===== src/rtl/router_rx_port.sv =====
`default_nettype none
// ============================================================================
//  Module      : router_rx_port
//  Description : Destination-side reader for one output port of the 1x3
//                router. Pulls header / payload / parity bytes out of the
//                port FIFO, streams header and payload downstream through a
//                two-entry skid buffer with ready/valid backpressure, then
//                reports parity and address status for each packet.
//
//  Ports       : clk, rst         - clock, synchronous active-high reset
//                vld_out          - port FIFO non-empty
//                data_out         - FIFO read data (one cycle after read_enb)
//                soft_reset       - port flush, aborts the current packet
//                read_enb         - FIFO read request
//                out_data/out_valid/out_ready/out_sop/out_eop - stream
//                pkt_done/parity_err/addr_err - per-packet status pulse
//                pkt_abort        - packet aborted pulse
//                pkt_count/err_count - statistics counters
//
//  Options     : ROUTER_RX_STATS_EN - when defined, pkt_count and err_count
//                are saturating counters; otherwise both are tied to zero.
//
//  Revision    : 1.0 - initial release
// ============================================================================
module router_rx_port #(
    parameter int         DATA_W  = 8,
    parameter logic [1:0] PORT_ID = 2'b00
) (
    input  logic              clk,
    input  logic              rst,
    input  logic              vld_out,
    input  logic [DATA_W-1:0] data_out,
    input  logic              soft_reset,
    output logic              read_enb,
    output logic [DATA_W-1:0] out_data,
    output logic              out_valid,
    input  logic              out_ready,
    output logic              out_sop,
    output logic              out_eop,
    output logic              pkt_done,
    output logic              parity_err,
    output logic              addr_err,
    output logic              pkt_abort,
    output logic [15:0]       pkt_count,
    output logic [15:0]       err_count
);

    localparam int c_LEN_W = DATA_W - 2;
    // One bit wider than the length field so len+1 never wraps.
    localparam int c_CNT_W = DATA_W - 1;
    localparam logic [c_CNT_W-1:0] c_CNT_ONE = 1;

    localparam logic [2:0] c_ST_IDLE       = 3'd0;
    localparam logic [2:0] c_ST_FETCH_HDR  = 3'd1;
    localparam logic [2:0] c_ST_WAIT_HDR   = 3'd2;
    localparam logic [2:0] c_ST_FETCH_BODY = 3'd3;
    localparam logic [2:0] c_ST_DONE       = 3'd4;

    logic [2:0]         r_state;
    logic               r_in_flight;
    logic [c_LEN_W-1:0] r_len;
    logic [c_CNT_W-1:0] r_remaining;
    logic [c_CNT_W-1:0] r_body_cnt;
    logic [DATA_W-1:0]  r_acc;
    logic [1:0]         r_hdr_addr;
    logic               r_par_bad;
    logic               r_pkt_done;
    logic               r_parity_err;
    logic               r_addr_err;
    logic               r_pkt_abort;

    // Skid buffer entry layout: {eop, sop, data}
    logic [DATA_W+1:0]  r_buf [2];
    logic               r_wr_ptr;
    logic               r_rd_ptr;
    logic [1:0]         r_count;

    logic               w_fetch;
    logic               w_credit;
    logic               w_rd;
    logic               w_pop;
    logic               w_abort;
    logic               w_ret_hdr;
    logic               w_ret_body;
    logic               w_is_payload;
    logic               w_push;
    logic [DATA_W+1:0]  w_push_data;
    logic [DATA_W+1:0]  w_head;

    // Body reads stop once the parity byte has been requested.
    assign w_fetch  = (r_state == c_ST_FETCH_HDR) ||
                      ((r_state == c_ST_FETCH_BODY) && (r_remaining != '0));
    // A read is only issued if the byte it returns is guaranteed a slot.
    assign w_credit = (({1'b0, r_count} + {2'b00, r_in_flight}) < 3'd2);
    assign w_rd     = w_fetch && vld_out && !soft_reset && w_credit;
    assign read_enb = w_rd;

    assign w_abort      = soft_reset && (r_state != c_ST_IDLE);
    assign w_ret_hdr    = r_in_flight && (r_state == c_ST_WAIT_HDR);
    assign w_ret_body   = r_in_flight && (r_state == c_ST_FETCH_BODY);
    assign w_is_payload = w_ret_body && (r_body_cnt < {1'b0, r_len});
    assign w_push       = w_ret_hdr || w_is_payload;

    always_comb begin
        w_push_data = '0;
        if (w_ret_hdr) begin
            w_push_data = {(data_out[DATA_W-1:2] == '0), 1'b1, data_out};
        end else begin
            w_push_data = {((r_body_cnt + c_CNT_ONE) == {1'b0, r_len}), 1'b0, data_out};
        end
    end

    assign w_head    = r_buf[r_rd_ptr];
    assign out_valid = (r_count != 2'd0);
    assign w_pop     = out_valid && out_ready;
    assign out_data  = out_valid ? w_head[DATA_W-1:0] : '0;
    assign out_sop   = out_valid && w_head[DATA_W];
    assign out_eop   = out_valid && w_head[DATA_W+1];

    assign pkt_done   = r_pkt_done;
    assign parity_err = r_parity_err;
    assign addr_err   = r_addr_err;
    assign pkt_abort  = r_pkt_abort;

    // ------------------------------------------------------------------
    // Skid buffer
    // ------------------------------------------------------------------
    always_ff @(posedge clk) begin
        if (rst || w_abort) begin
            r_wr_ptr <= 1'b0;
            r_rd_ptr <= 1'b0;
            r_count  <= 2'd0;
        end else begin
            if (w_push) begin
                r_buf[r_wr_ptr] <= w_push_data;
                r_wr_ptr        <= ~r_wr_ptr;
            end
            if (w_pop) begin
                r_rd_ptr <= ~r_rd_ptr;
            end
            case ({w_push, w_pop})
                2'b10:   r_count <= r_count + 2'd1;
                2'b01:   r_count <= r_count - 2'd1;
                default: r_count <= r_count;
            endcase
        end
    end

    // ------------------------------------------------------------------
    // Packet FSM
    // ------------------------------------------------------------------
    always_ff @(posedge clk) begin
        if (rst) begin
            r_state      <= c_ST_IDLE;
            r_in_flight  <= 1'b0;
            r_len        <= '0;
            r_remaining  <= '0;
            r_body_cnt   <= '0;
            r_acc        <= '0;
            r_hdr_addr   <= 2'b00;
            r_par_bad    <= 1'b0;
            r_pkt_done   <= 1'b0;
            r_parity_err <= 1'b0;
            r_addr_err   <= 1'b0;
            r_pkt_abort  <= 1'b0;
        end else begin
            r_pkt_done   <= 1'b0;
            r_parity_err <= 1'b0;
            r_addr_err   <= 1'b0;
            r_pkt_abort  <= 1'b0;
            if (w_abort) begin
                // Any byte returning this cycle belongs to the dead packet.
                r_state     <= c_ST_IDLE;
                r_in_flight <= 1'b0;
                r_pkt_abort <= 1'b1;
            end else begin
                r_in_flight <= w_rd;
                case (r_state)
                    c_ST_IDLE: begin
                        if (vld_out) begin
                            r_state <= c_ST_FETCH_HDR;
                        end
                    end
                    c_ST_FETCH_HDR: begin
                        if (w_rd) begin
                            r_state <= c_ST_WAIT_HDR;
                        end
                    end
                    c_ST_WAIT_HDR: begin
                        if (r_in_flight) begin
                            r_len       <= data_out[DATA_W-1:2];
                            r_remaining <= {1'b0, data_out[DATA_W-1:2]} + c_CNT_ONE;
                            r_acc       <= data_out;
                            r_hdr_addr  <= data_out[1:0];
                            r_body_cnt  <= '0;
                            r_par_bad   <= 1'b0;
                            r_state     <= c_ST_FETCH_BODY;
                        end
                    end
                    c_ST_FETCH_BODY: begin
                        if (w_rd) begin
                            r_remaining <= r_remaining - c_CNT_ONE;
                        end
                        if (w_ret_body) begin
                            r_body_cnt <= r_body_cnt + c_CNT_ONE;
                            if (w_is_payload) begin
                                r_acc <= r_acc ^ data_out;
                            end else begin
                                r_par_bad <= (r_acc != data_out);
                            end
                        end
                        if ((r_remaining == '0) && !r_in_flight) begin
                            r_state      <= c_ST_DONE;
                            r_pkt_done   <= 1'b1;
                            r_parity_err <= r_par_bad;
                            r_addr_err   <= (r_hdr_addr != PORT_ID);
                        end
                    end
                    c_ST_DONE: begin
                        r_state <= c_ST_IDLE;
                    end
                    default: begin
                        r_state <= c_ST_IDLE;
                    end
                endcase
            end
        end
    end

    // ------------------------------------------------------------------
    // Statistics
    // ------------------------------------------------------------------
`ifdef ROUTER_RX_STATS_EN
    logic [15:0] r_pkt_count;
    logic [15:0] r_err_count;

    always_ff @(posedge clk) begin
        if (rst) begin
            r_pkt_count <= 16'h0000;
            r_err_count <= 16'h0000;
        end else if (r_pkt_done) begin
            if (r_pkt_count != 16'hFFFF) begin
                r_pkt_count <= r_pkt_count + 16'h0001;
            end
            if ((r_parity_err || r_addr_err) && (r_err_count != 16'hFFFF)) begin
                r_err_count <= r_err_count + 16'h0001;
            end
        end
    end

    assign pkt_count = r_pkt_count;
    assign err_count = r_err_count;
`else
    assign pkt_count = 16'h0000;
    assign err_count = 16'h0000;
`endif

endmodule
`default_nettype wire


===== config.mk =====
export PLATFORM = sky130hd
export DESIGN_NAME = router_rx_port
export DESIGN_NICKNAME = d
export VERILOG_FILES = /design/src/rtl/router_rx_port.sv
export SDC_FILE = /design/constraint.sdc
export NUM_CORES = 1
export LEC_CHECK = 0
export CAP_MARGIN = 15
export CORE_UTILIZATION = 54
export CTS_CLUSTER_DIAMETER = 120
export DETAILED_ROUTE_END_ITERATION = 10
export PLACE_DENSITY = 0.87
export SYNTH_ARGS = -nofsm -noshare
export SYNTH_HDL_FRONTEND = slang
export SYNTH_SLANG_ARGS = --single-unit

===== constraint.sdc =====
create_clock -name clk -period 3.74 [get_ports clk]
set_clock_uncertainty 0.05 [all_clocks]
set_input_delay 0.374 -clock clk [delete_from_list [all_inputs] [get_ports clk]]
set_output_delay 0.374 -clock clk [all_outputs]
set_load 0.01 [all_outputs]

Yosys cells after proc, flatten, opt, wreduce, memory -nomap -nowiden --
Memories as Yosys holds them, arrays and structs flattened. A register that Yosys moved wholly into a read port is not among the register bits. Cells that the tools add are included. Widths: inputs -> output; s select.
Cells by class: reductions and logical operators 35, add/sub/neg operators 6, eq/ne operators 15, order comparisons 2, bitwise gates (word level) 6, mux-type cells 29
Operators by type and width (number):
- $mux 8 | 4
- $mux 7 | 4
- $pmux 7 s2 | 2
- $pmux 8 s2 | 1
- $ne 2x2->1 const B | 7
- $logic_and 1x1->1 | 12
- $mux 3 | 4
- $pmux 3 s4 | 1
- $reduce_and 4->1 | 3
- $mux 1 | 10
- $mux 10 | 1
- $reduce_and 5->1 | 2
- $ne 8x8->1 | 1
- $reduce_bool 2->1 | 4
- $xor 8x8->8 | 1
- $add 6x1->7 const B | 1
- $add 7x1->7 const B | 1
- $eq 7x6->1 | 1
- $logic_not 7->1 | 1
- $lt 7x6->1 | 1
- $reduce_bool 7->1 | 1
- $sub 7x1->7 const B | 1
- $eq 3x2->1 const B | 2
- $logic_not 6->1 | 1
- 19 further kinds | 26
Storage, ports and cells: input port bits 13, memory bits (writable) 20, output and inout port bits 48, flip-flop bits (word level) 43, word-level logic and storage cells 109, memories kept 1
Memory list:
- r_buf | words 2, bits a word 10, rd ports 1, clocked after Yosys merged registers in 1, write ports 1, line 73 | logic [DATA_W+1:0] r_buf [2];

Longest topological paths before layout --
depth after elaboration 8, mapped depth 10, depth with buffers taken out 10

Worst setup path before layout --
Ideal clock, no wire load.
path type register -> register, start reg r_len[2], end mem r_buf[1][0] (netlist bit), enable pin, setup time 392 ps, slack 1024 ps, cell stages (with the launch flop) 8, arrival 2274 ps, required time 3298 ps, clock period less this slack 2716 ps, cell sequence dfxtp_1 -> inv_1 -> ha_1 -> nand4b_1 -> a21oi_1 -> o21ai_0 -> a21oi_1 -> nor3b_1
On the way: word-level cells in the longest chain between the ends 6
Ends and longest elaborated chain:
- start, declared | line 61 | logic [c_LEN_W-1:0] r_len;
- start signal, assigned | line 191 | r_len <= data_out[DATA_W-1:2];
- $lt 7x6->1 | line 101 | assign w_is_payload = w_ret_body && (r_body_cnt < {1'b0, r_len});
- $logic_and 1x1->1 | line 101
- $logic_or 1x1->1 | line 102 | assign w_push = w_ret_hdr || w_is_payload;
- $mux 1 | line 134 | if (w_push) begin
- $mux 1 | line 129 | if (rst || w_abort) begin
- $mux 1 (implied by the code) | line 135 | r_buf[r_wr_ptr] <= w_push_data;
- end, declared | line 73
Every way passes these cells.

Final worst setup path --
start reg r_body_cnt[3], end mem r_buf[0][9] (netlist bit), enable pin
On the way: word-level cells in the longest chain between the ends 6
Ends and longest elaborated chain:
- start, declared | line 63 | logic [c_CNT_W-1:0] r_body_cnt;
- start signal, assigned | line 205 | r_body_cnt <= r_body_cnt + c_CNT_ONE;
- $lt 7x6->1 | line 101
- $logic_and 1x1->1 | line 101
- $logic_or 1x1->1 | line 102
- $mux 1 | line 134
- $mux 1 | line 129
- $mux 1 (implied by the code) | line 135
Every way passes these cells.

==> impl_metrics.yaml <==
synthesis:
  synth.cell_area_sq_um: 3810
  yosysTopAreaCellShare_pct: 23.1
  async_reset_ff_share_pct: 0
  synth-edff-count: 20
  ys_warn_count: 0
  syn-mean-instance-area_sq_um: 8.77
  synthesis.instances: 434
  synth_seq_cells: 64
  synth_flop_cell: "dfxtp_1"
  synthTopCellsByArea: "dfxtp_1 (23%), edfxtp_1 (16%), buf_4 (6.7%)"
  post-synth-top-area-cell: "dfxtp_1"
  yosysSeqAreaShare_pct: 38.9
  synth_cell_types: 58
final_layout:
  area_growth_syn_to_layout_pct: 10.7
  drive_gt1_share_pct: 7.96
  final_nets: 472
  layout.cells.non_filler: 548
  antennaDiodeCount: 0
  design_area_sq_um: 4210
global_route:
  grt_usage_pct: 23.4
  gr-usage-met2_pct: 39.2
  grt-ovfl-total: 0
  grt.met3_usage_pct: 5.29
  grt_max_degree: 34
  grt_pass1_wl_mm: 13.3
  grt_pass1_vias: 2801
  grt_use_met1_pct: 28.1
  antenna_found_initial: 0
  busiest_layer: "met2"
floorplan:
  die_w_microns: 86.0
  core_area_sq_um: 6790
  dieArea_sq_um: 7390
  initial_core_util_pct: 56.0
  num_io_pins: 61
  fp.dieH_microns: 86.0
  std_cell_rows: 30
detailed_routing:
  vias: 3116
  dr.first_iter.drc_count: 227
  vias_per_cell: 5.69
  drt_pass1_iterations: 5
  drc: 0
  detail_route.wl_per_cell_microns: 15.1
  postRouteAntennaNets: 0
  drt-total-wl_mm: 8.29
clocking:
  h-tree-depth: 3
  cts_sinks: 64
  cts.reportedPaths.clkPinSlew_ns: 0.08
  cts_resized: 0
  tritoncts: "built"
  clockBufferDepth: 2
  clk_latency_ns: 0.36
  hold_buffers: 0
  post_cts_buffers: 0
  cts_made_buffers: 9
  clockRootBuffer: "clkbuf_8"
sta:
  timing.hold.ws_ns: 0.413
  hold_viol_final: 0
  final_max_slew_viol_count: 0
  fin_crit_sh_pct: 77.9
  min_period_ns: 2.91
  rsz0062_at_grt: "no"
  tns_ns: 0
  slew_headroom_pct: 44.5
  fmax_mhz: 343
  setup_viol: 0
  worstMarginPinSlew_ns: 0.830
critical_path:
  path_max_fanout: 11
  reg2reg_to: "r_buf[0][9]"
  crit_type: "flop to flop"
  cp.required_ns: 3.67
  reg2reg_depth: 6
  timing.rr.start: "r_body_cnt[3]"
  start_kind: "flop"
  arrival_ns: 2.85
  end_kind: "flop"
  r2r_setup_slack_ns: 0.83
hold_path:
  whs_path_depth: 2
  holdCritPathClass: "flop to flop"
  min_from: "r_hdr_addr[1]"
  holdPathEnd: "r_hdr_addr[1]"
placed_design:
  dpl.hpwl_mm: 5.76
  gp_congestion: 0.881
  placed_area_sq_um: 3960
  numPortBuffers: 28
  place_inst: 532
pwr:
  leakage_nw: 1.42
  powerDensity_nw_per_um2: 373
  ir_drop_mv: 0.192
  finalPower_mw: 1.57
outcome:
  status: "complete, no violations"
run:
  max_cap_violations: 0
==> worst max path at each step <==
stage,start,to,slack [ns],cells past startpoint
floorplan,r_len[2],r_buf[1][0],1.02,7
global placement,soft_reset,r_buf[0][1],0.97,5
detailed placement,soft_reset,r_buf[0][6],0.88,5
CTS,r_body_cnt[3],r_buf[0][9],0.84,6
global route,r_body_cnt[3],r_buf[0][9],0.56,6
finish,r_body_cnt[3],r_buf[0][9],0.83,6
==> routing by layer <==
| layer | vias to the layer above | routed length, microns |
|---|---|---|
| li1 | 1505 | - |
| met1 | 1463 | 3610 |
| met2 | 128 | 4020 |
| met3 | 20 | 463 |
| met4 | 0 | 199 |
| met5 | - | 0 |
==> synthesized netlist by cell type, drive strengths merged (2+ instances only) <==
library cell,number
a2111oi,2
a211oi,2
a21oi,33
a22oi,10
a31oi,6
and2,2
and4bb,3
buf,39
clkbuf,21
dfxtp,44
edfxtp,20
ha,12
inv,15
mux2i,12
nand2,37
nand2b,7
nand3,14
nand3b,4
nand4,5
nand4b,2
nor2,38
nor2b,2
nor3,9
nor3b,7
nor4,5
o2111ai,2
o211ai,4
o21a,4
o21ai,21
o221a,5
o31ai,4
or2,2
or3,7
xnor2,14
xor2,5
==> flip-flops by register name (all words and copies together) (netlist names), 2 cells and up, named ones only <==
name / count
r_state: 3
r_body_cnt: 7
r_buf: 20
r_remaining: 7
r_acc: 8
r_len: 6
r_hdr_addr: 2
r_count: 2
==> cells by family (layout without fill, tap and decap cells) <==
kind of cell / after synthesis / count (layout) / share of synthesized area [%]
XOR/XNOR: 19 / 19 / 4.37
AND/OR/NAND/NOR: 151 / 151 / 21.2
AO/OA/AOI/OAI: 100 / 100 / 16.7
flip-flops: 64 / 64 / 38.9
multiplexers: 12 / 12 / 3.15
adder cells (fa/ha/maj): 12 / 12 / 3.94
buffers and inverters: 75 / 62 / 11.6
other: 1 / 32 / 0.0985
==> per-stage QoR <==
step	util [%]	setup WS, ns
after detailed placement	58.3	0.876
final	62.0	0.826
after global placement	58.3	0.970
after CTS	62.0	0.840
after global routing	62.0	0.562
after floorplan	-	1.02
==> layout by cell type, fill, tap and decap left out, types with 15 or more instances in the layout <==
cell type / n
clkdlybuf4s50_1: 28
a21oi_1: 33
nor2_1: 38
o21ai_0: 20
nand2_1: 37
edfxtp_1: 20
conb_1: 32
inv_1: 15
dfxtp_1: 44
==> final cells by class <==
type / instances / area [sq um]
repair buffers: 31 / 303
clock inverters: 7 / 128
multi-input cells: 326 / 2000
fillers: 580 / 2580
inverters: 15 / 56.3
flip-flops and latches: 64 / 1480
well taps: 96 / 120
clock buffers: 9 / 124
==> report_power, final <==
group | switching (mW) | total (mW) | internal, mW
sequential | 0.00622 | 0.722 | 0.716
clock | 0.307 | 0.759 | 0.452
combinational | 0.0582 | 0.0896 | 0.0314
total | 0.371 | 1.57 | 1.20
==> critical path, stage by stage, from the launching register on <==
cell      delay, ns
dfxtp_1        0.53
ha_1           0.31
nand4b_1       0.10
a21oi_1        0.05
o21ai_0        0.48
a21oi_1        0.29
nor2_1         0.71
No activity file was read; power rests on OpenSTA's default activity.
